==> src/rtl/audio_serdes_param.sv <==
// Parametrised WM8731 serial path: oversampled BCLK/LRCK, ADC capture, DAC playback, MCLK divider.
// Optional define LOOPBACK_EN adds a loopback port feeding ADC pairs straight into the DAC holding register.
module audio_serdes_param #(
    parameter int DATA_W    = 24,
    parameter int MODE      = 0,
    parameter int CLK_FREQ  = 50000000,
    parameter int MCLK_FREQ = 12288000
) (
    input  logic              clk,
    input  logic              reset,
    input  logic              bclk,
    input  logic              adclrck,
    input  logic              adcdat,
    input  logic              daclrck,
    output logic              dacdat,
    output logic              aud_xclk,
    output logic [DATA_W-1:0] adc_left,
    output logic [DATA_W-1:0] adc_right,
    output logic              adc_valid,
    input  logic              adc_ready,
    output logic              adc_ovf,
    input  logic [DATA_W-1:0] dac_left,
    input  logic [DATA_W-1:0] dac_right,
    input  logic              dac_valid,
    output logic              dac_ready,
    output logic              dac_unf
`ifdef LOOPBACK_EN
    ,
    input  logic              loopback
`endif
);

    localparam int DIV_RAW = CLK_FREQ / (2 * MCLK_FREQ);
    localparam int DIV     = (DIV_RAW < 1) ? 1 : DIV_RAW;
    localparam int CW      = (DIV > 1) ? $clog2(DIV) : 1;
    localparam int OFF     = (MODE == 0) ? 1 : 0;
    localparam int LAST    = OFF + DATA_W - 1;

    // ---------------- MCLK divider ----------------
    logic [CW-1:0] div_cnt;

    always_ff @(posedge clk) begin
        if (reset) begin
            div_cnt  <= '0;
            aud_xclk <= 1'b0;
        end else if (div_cnt == CW'(DIV - 1)) begin
            div_cnt  <= '0;
            aud_xclk <= ~aud_xclk;
        end else begin
            div_cnt <= div_cnt + CW'(1);
        end
    end

    // ---------------- synchronisers ----------------
    logic [1:0] bclk_s, alr_s, dlr_s, adat_s;
    logic       bclk_h;
    logic       rise, fall;

    always_ff @(posedge clk) begin
        if (reset) begin
            bclk_s <= '0;
            alr_s  <= '0;
            dlr_s  <= '0;
            adat_s <= '0;
            bclk_h <= 1'b0;
        end else begin
            bclk_s <= {bclk_s[0], bclk};
            alr_s  <= {alr_s[0], adclrck};
            dlr_s  <= {dlr_s[0], daclrck};
            adat_s <= {adat_s[0], adcdat};
            bclk_h <= bclk_s[1];
        end
    end

    assign rise = bclk_s[1] & ~bclk_h;
    assign fall = ~bclk_s[1] & bclk_h;

    // ---------------- ADC capture ----------------
    // Channel index 0 = left, 1 = right. The first edge after reset only primes the LRCK history.
    logic                   adc_primed, alr_prev, adc_ch, left_done, pair_pend;
    logic [5:0]             adc_j, a_j_now;
    logic [1:0][DATA_W-1:0] adc_sh;
    logic                   a_edge, a_ch_new, a_ch_now, a_cap;

    assign a_edge   = alr_s[1] != alr_prev;
    assign a_ch_new = (MODE == 0) ? alr_s[1] : ~alr_s[1];
    assign a_j_now  = a_edge ? 6'd0 : ((adc_j == 6'd63) ? 6'd63 : adc_j + 6'd1);
    assign a_ch_now = a_edge ? a_ch_new : adc_ch;
    assign a_cap    = (a_j_now <= 6'(LAST)) && !(OFF == 1 && a_j_now == 6'd0);

    always_ff @(posedge clk) begin
        if (reset) begin
            adc_primed <= 1'b0;
            alr_prev   <= 1'b0;
            adc_ch     <= 1'b0;
            left_done  <= 1'b0;
            pair_pend  <= 1'b0;
            adc_j      <= 6'd63;
            adc_sh     <= '0;
        end else begin
            pair_pend <= 1'b0;
            if (rise) begin
                adc_primed <= 1'b1;
                alr_prev   <= alr_s[1];
                if (adc_primed) begin
                    adc_j  <= a_j_now;
                    adc_ch <= a_ch_now;
                    if (a_edge && !a_ch_new)
                        left_done <= 1'b0;
                    if (a_cap) begin
                        adc_sh[a_ch_now] <= {adc_sh[a_ch_now][DATA_W-2:0], adat_s[1]};
                        // A short half-frame never reaches LAST, so it never completes a pair.
                        if (a_j_now == 6'(LAST)) begin
                            if (!a_ch_now)
                                left_done <= 1'b1;
                            else if (left_done) begin
                                pair_pend <= 1'b1;
                                left_done <= 1'b0;
                            end
                        end
                    end
                end
            end
        end
    end

    always_ff @(posedge clk) begin
        if (reset) begin
            adc_left  <= '0;
            adc_right <= '0;
            adc_valid <= 1'b0;
            adc_ovf   <= 1'b0;
        end else begin
            adc_ovf <= 1'b0;
            if (pair_pend) begin
                adc_left  <= adc_sh[0];
                adc_right <= adc_sh[1];
                adc_valid <= 1'b1;
                adc_ovf   <= adc_valid & ~adc_ready;
            end else if (adc_ready) begin
                adc_valid <= 1'b0;
            end
        end
    end

    // ---------------- DAC playback ----------------
    logic                   dac_primed, dlr_prev, dac_ch, hold_full;
    logic [5:0]             dac_k, d_k_now, d_idx;
    logic [1:0][DATA_W-1:0] hold, dsh;
    logic [DATA_W-1:0]      dword;
    logic                   d_edge, d_ch_new, d_ch_now, frame_start, d_in, dbit;

    assign d_edge      = dlr_s[1] != dlr_prev;
    assign d_ch_new    = (MODE == 0) ? dlr_s[1] : ~dlr_s[1];
    assign d_k_now     = d_edge ? 6'd0 : ((dac_k == 6'd63) ? 6'd63 : dac_k + 6'd1);
    assign d_ch_now    = d_edge ? d_ch_new : dac_ch;
    assign frame_start = fall & dac_primed & d_edge & ~d_ch_new;
    assign d_idx       = 6'(LAST) - d_k_now;
    assign d_in        = (d_k_now <= 6'(LAST)) && !(OFF == 1 && d_k_now == 6'd0);

    // At a frame start the left word is not yet in dsh, so take it from where it is about to come from.
    always_comb begin
        dword = dsh[d_ch_now];
        if (frame_start)
            dword = hold_full ? hold[0] : dsh[0];
        dbit = 1'b0;
        for (int i = 0; i < DATA_W; i++)
            if (d_in && d_idx == 6'(i))
                dbit = dword[i];
    end

    always_ff @(posedge clk) begin
        if (reset) begin
            dac_primed <= 1'b0;
            dlr_prev   <= 1'b0;
            dac_ch     <= 1'b0;
            dac_k      <= 6'd63;
            dacdat     <= 1'b0;
            dac_unf    <= 1'b0;
            hold_full  <= 1'b0;
            hold       <= '0;
            dsh        <= '0;
        end else begin
            dac_unf <= 1'b0;
            if (fall) begin
                dac_primed <= 1'b1;
                dlr_prev   <= dlr_s[1];
                if (dac_primed) begin
                    dac_k  <= d_k_now;
                    dac_ch <= d_ch_now;
                    dacdat <= dbit;
                    if (frame_start) begin
                        if (hold_full) begin
                            dsh       <= hold;
                            hold_full <= 1'b0;
                        end else begin
                            dac_unf <= 1'b1;
                        end
                    end
                end
            end
            // Loads come after the frame-start update so a coincident load wins the holding register.
`ifdef LOOPBACK_EN
            if (loopback) begin
                if (pair_pend) begin
                    hold      <= adc_sh;
                    hold_full <= 1'b1;
                end
            end else
`endif
            if (dac_valid && dac_ready) begin
                hold      <= {dac_right, dac_left};
                hold_full <= 1'b1;
            end
        end
    end

`ifdef LOOPBACK_EN
    assign dac_ready = ~hold_full & ~loopback;
`else
    assign dac_ready = ~hold_full;
`endif

endmodule

==> config.mk <==
export PLATFORM = sky130hd
export DESIGN_NAME = audio_serdes_param
export DESIGN_NICKNAME = d
export VERILOG_FILES = /design/src/rtl/audio_serdes_param.sv
export SDC_FILE = /design/constraint.sdc
export NUM_CORES = 1
export LEC_CHECK = 0
export CORE_MARGIN = 2
export CORE_UTILIZATION = 45
export DETAILED_ROUTE_END_ITERATION = 7
export PLACE_DENSITY = 0.67
export SLEW_MARGIN = 10
export SYNTH_ARGS = -nofsm -noshare
export SYNTH_HDL_FRONTEND = slang
export SYNTH_SLANG_ARGS = --single-unit
==> constraint.sdc <==
create_clock -name clk -period 3.4 [get_ports clk]
set_input_delay 0.34 -clock clk [delete_from_list [all_inputs] [get_ports clk]]
set_output_delay 0.34 -clock clk [all_outputs]
set_load 0.05 [all_outputs]
==> results.py <==
metrics = {
    "worst_setup_path": {
        "critPathBufInv": 0,
        "crit_path_max_fanout": 14,
        "arrival_ns": 3.42,
        "regToRegEndpoint": "dacdat$_SDFFE_PP0P_",
        "critPathTopFamily": "simple AND/OR/NAND/NOR gates",
        "r2r_start": "dac_k[0]$_SDFFE_PP1P_",
        "cp_data_required_time_ns": 3.84,
        "slowest_delay_ns": 0.50,
        "worstSetupPathType": "reg -> reg",
        "crit_slowest_cell": "ha_1",
        "path_cells": "ha_1, and4_1, nand2_1, a21oi_1, nand3_1, o31ai_1, or3_1, a221o_1, o2bb2ai_1",
        "crit_path_end_kind": "register",
        "r2r_slack_ns": 0.42,
        "start_kind": "register",
        "reg2reg_depth": 9,
    },
    "timing": {
        "period_needed_ns": 2.98,
        "worstMarginPinSlew_ns": 1.13,
        "setup_viol": 0,
        "max_freq_mhz": 336,
        "hold_viol": 0,
        "fin_crit_sh_pct": 87.6,
        "setup_tns_ns": 0,
        "max_slew_margin_pct": 24.6,
        "timing.final.max_slew_violations": 0,
        "clock_skew_ns": 0.0103,
        "fin_ws_ns": 0.423,
        "rsz0062_at_grt": "no",
    },
    "synth": {
        "syn_inst": 1059,
        "ys_seq_area_share_pct": 49.8,
        "ys_warn_count": 0,
        "ys_async_sr_fraction_pct": 0,
        "synth_area_leader_cell": "dfxtp_1",
        "synth-seq-cells": 228,
        "synth-edff-count": 0,
        "synth_area_mm2": 0.00917,
        "postSynthAreaPerCell_um2": 8.66,
        "synth_nets": 1118,
        "ys.flop_type": "dfxtp_1",
        "synth_cell_types": 70,
        "synth.area.top_cells": "dfxtp_1 (50%), mux2i_1 (11%), nand2_1 (8.8%)",
        "synth_top_area_share_pct": 49.8,
    },
    "global_route": {
        "grt_pass1_wl_mm": 35.2,
        "grt_overflow": 0,
        "antenna_found_initial": 0,
        "grt_pass1_vias": 6993,
        "grt_max_degree": 152,
        "grt.total_usage_pct": 19.4,
    },
    "layout": {
        "layout.nets": 1193,
        "n_antenna_cell": 0,
        "drive_above_1_share_pct": 5.58,
        "final_util_pct": 55.6,
        "fill_cells": 1923,
        "regArea_mm2": 0.00457,
        "area_growth_syn_to_layout_pct": 22.0,
        "multi_input_area_mm2": 0.00429,
        "final_cell_area_mm2": 0.0112,
    },
    "power": {
        "power.leakage_nw": 4.30,
        "powerDensity_mw_per_mm2": 496,
        "p_total_w": 0.00555,
        "vdd_drop_max_v": 0.000324,
    },
    "hold_path": {
        "min_path_type": "in -> reg",
        "min_from": "dac_right[13]",
        "hold_depth": 3,
        "hold-path-endpoint": "hold[37]$_SDFFE_PP0P_",
    },
    "placed_design": {
        "hpwl_mm": 14.1,
        "gp_congestion": 0.884,
        "portBuffers": 109,
        "place_area_mm2": 0.0104,
        "post-place-ws_ns": 0.468,
    },
    "die": {
        "dieHeight_um": 147,
        "die-area_mm2": 0.0215,
        "core_mm2": 0.0201,
        "start_util_pct": 45.6,
        "rows": 52,
        "pin_count": 110,
        "fp.dieW_um": 147,
    },
    "route": {
        "wl_mm": 21.1,
        "final_antenna_net_count": 0,
        "first_pass_iters": 5,
        "first_iter_violations": 437,
        "vias": 7456,
        "avgViaCountPerCell": 5.26,
        "drc_errors": 0,
        "avgRoutedWirePerCell_um": 14.9,
    },
    "cts": {
        "hold_buffers": 0,
        "post-cts-setup-buffer-count": 0,
        "post_cts_resized": 0,
        "htreeDepth": 1,
        "cts_tree": "done",
        "clkLatencyLatePin_ns": 0.52,
        "root_buffer": "clkbuf_16",
        "cts.clk_slew.worst_paths_ns": 0.06,
        "cts_buffers": 24,
        "clock_path_buffers": 3,
        "clkSinkCount": 228,
    },
    "flow_run": {
        "maxCapViolations": 0,
    },
    "run_status": {
        "status": "complete, no violations",
    },
}
-- how the worst max path moves through the flow --
stage,slack [ns],start,cells past startpoint,endpoint
floorplan,1.03,dac_k[1]$_SDFFE_PP1P_,9,dacdat$_SDFFE_PP0P_
global placement,0.52,dac_k[0]$_SDFFE_PP1P_,9,dacdat$_SDFFE_PP0P_
detailed placement,0.47,dac_k[0]$_SDFFE_PP1P_,9,dacdat$_SDFFE_PP0P_
CTS,0.45,dac_k[0]$_SDFFE_PP1P_,9,dacdat$_SDFFE_PP0P_
global route,0.12,dac_k[0]$_SDFFE_PP1P_,9,dacdat$_SDFFE_PP0P_
finish,0.42,dac_k[0]$_SDFFE_PP1P_,9,dacdat$_SDFFE_PP0P_
-- per-layer routing --
layer  track usage [%]  share of wire [%]
met3              4.69                6.0
met5                 0                  0
met4              4.47                1.8
met2              30.8                 45
met1              27.0                 47
-- power by group --
part | internal [W] | total [W] | switching [W]
Clock | 0.00149 | 0.00253 | 0.00103
Sequential | 0.00271 | 0.00274 | 0.0000301
Combinational | 0.000122 | 0.000279 | 0.000157
Total | 0.00433 | 0.00555 | 0.00122
-- cell usage in the layout (no fill, tap or decap), types with 5 or more instances in the layout --
master / instances
nor2b_1: 15
inv_1: 7
nor4_1: 7
nor2_1: 131
nor3_1: 24
clkbuf_1: 6
a211oi_1: 5
xnor2_1: 5
nand2_1: 216
a211o_1: 8
dfxtp_1: 227
mux2i_1: 99
buf_4: 11
o22ai_1: 18
o21ai_0: 16
a21oi_1: 110
clkbuf_16: 24
nand3_1: 7
clkdlybuf4s50_1: 108
-- cell families after synthesis --
logic type | share of synthesized area (%)
adders and majority gates | 0.410
buffers and inverters | 3.52
muxes | 10.8
and+or+nand+nor | 20.0
AOI/OAI and AO/OA | 14.3
DFF | 49.8
xor gates and xnor gates | 1.20
-- worst reg2reg max path, stage by stage, from the launching register on --
cell and delay, ns:
dfxtp_1 0.49, ha_1 0.50, and4_1 0.44, nand2_1 0.19
a21oi_1 0.44, nand3_1 0.19, o31ai_1 0.25, or3_1 0.14
a221o_1 0.14, o2bb2ai_1 0.12
-- sequential cells by signal, indices dropped and copies added, names as in the netlist, 2 cells and up --
name and cells:
adc_j 6, dlr_s 2, dsh 48, adat_s 2, adc_sh 48, adc_left 24
alr_s 2, bclk_s 2, hold 48, dac_k 6, adc_right 24
-- final cells by class --
class                           instances  area share [%]
Clock buffer                           32            5.82
Clock inverter                          7            1.01
Sequential cell                       228            40.8
Timing Repair Buffer                  121            10.7
Multi-Input combinational cell        752            38.4
Inverter                                7           0.235
Tap cell                              270            3.02
-- stage by stage --
step / cells / hold WS [ns]
2_1_floorplan: 1059 / 0.413
3_3_place_gp: 1378 / 0.421
3_5_place_dp: 1378 / 0.422
4_1_cts: 1417 / 0.345
5_1_grt: 1417 / 0.349
6_report: 1417 / 0.363
-- synthesized netlist by cell type, drive strengths merged (4+ instances only) --
cell	count
o22ai	18
dfxtp	228
o31ai	4
mux2i	99
o311ai	4
xnor2	7
clkbuf	41
nand2	216
o21ai	21
nor3	24
a21oi	110
o21a	4
nor4	7
buf	31
nand3	9
inv	7
nor2b	16
nor2	131
a211oi	7
a211o	8
Power figures use the tool's default switching activity.
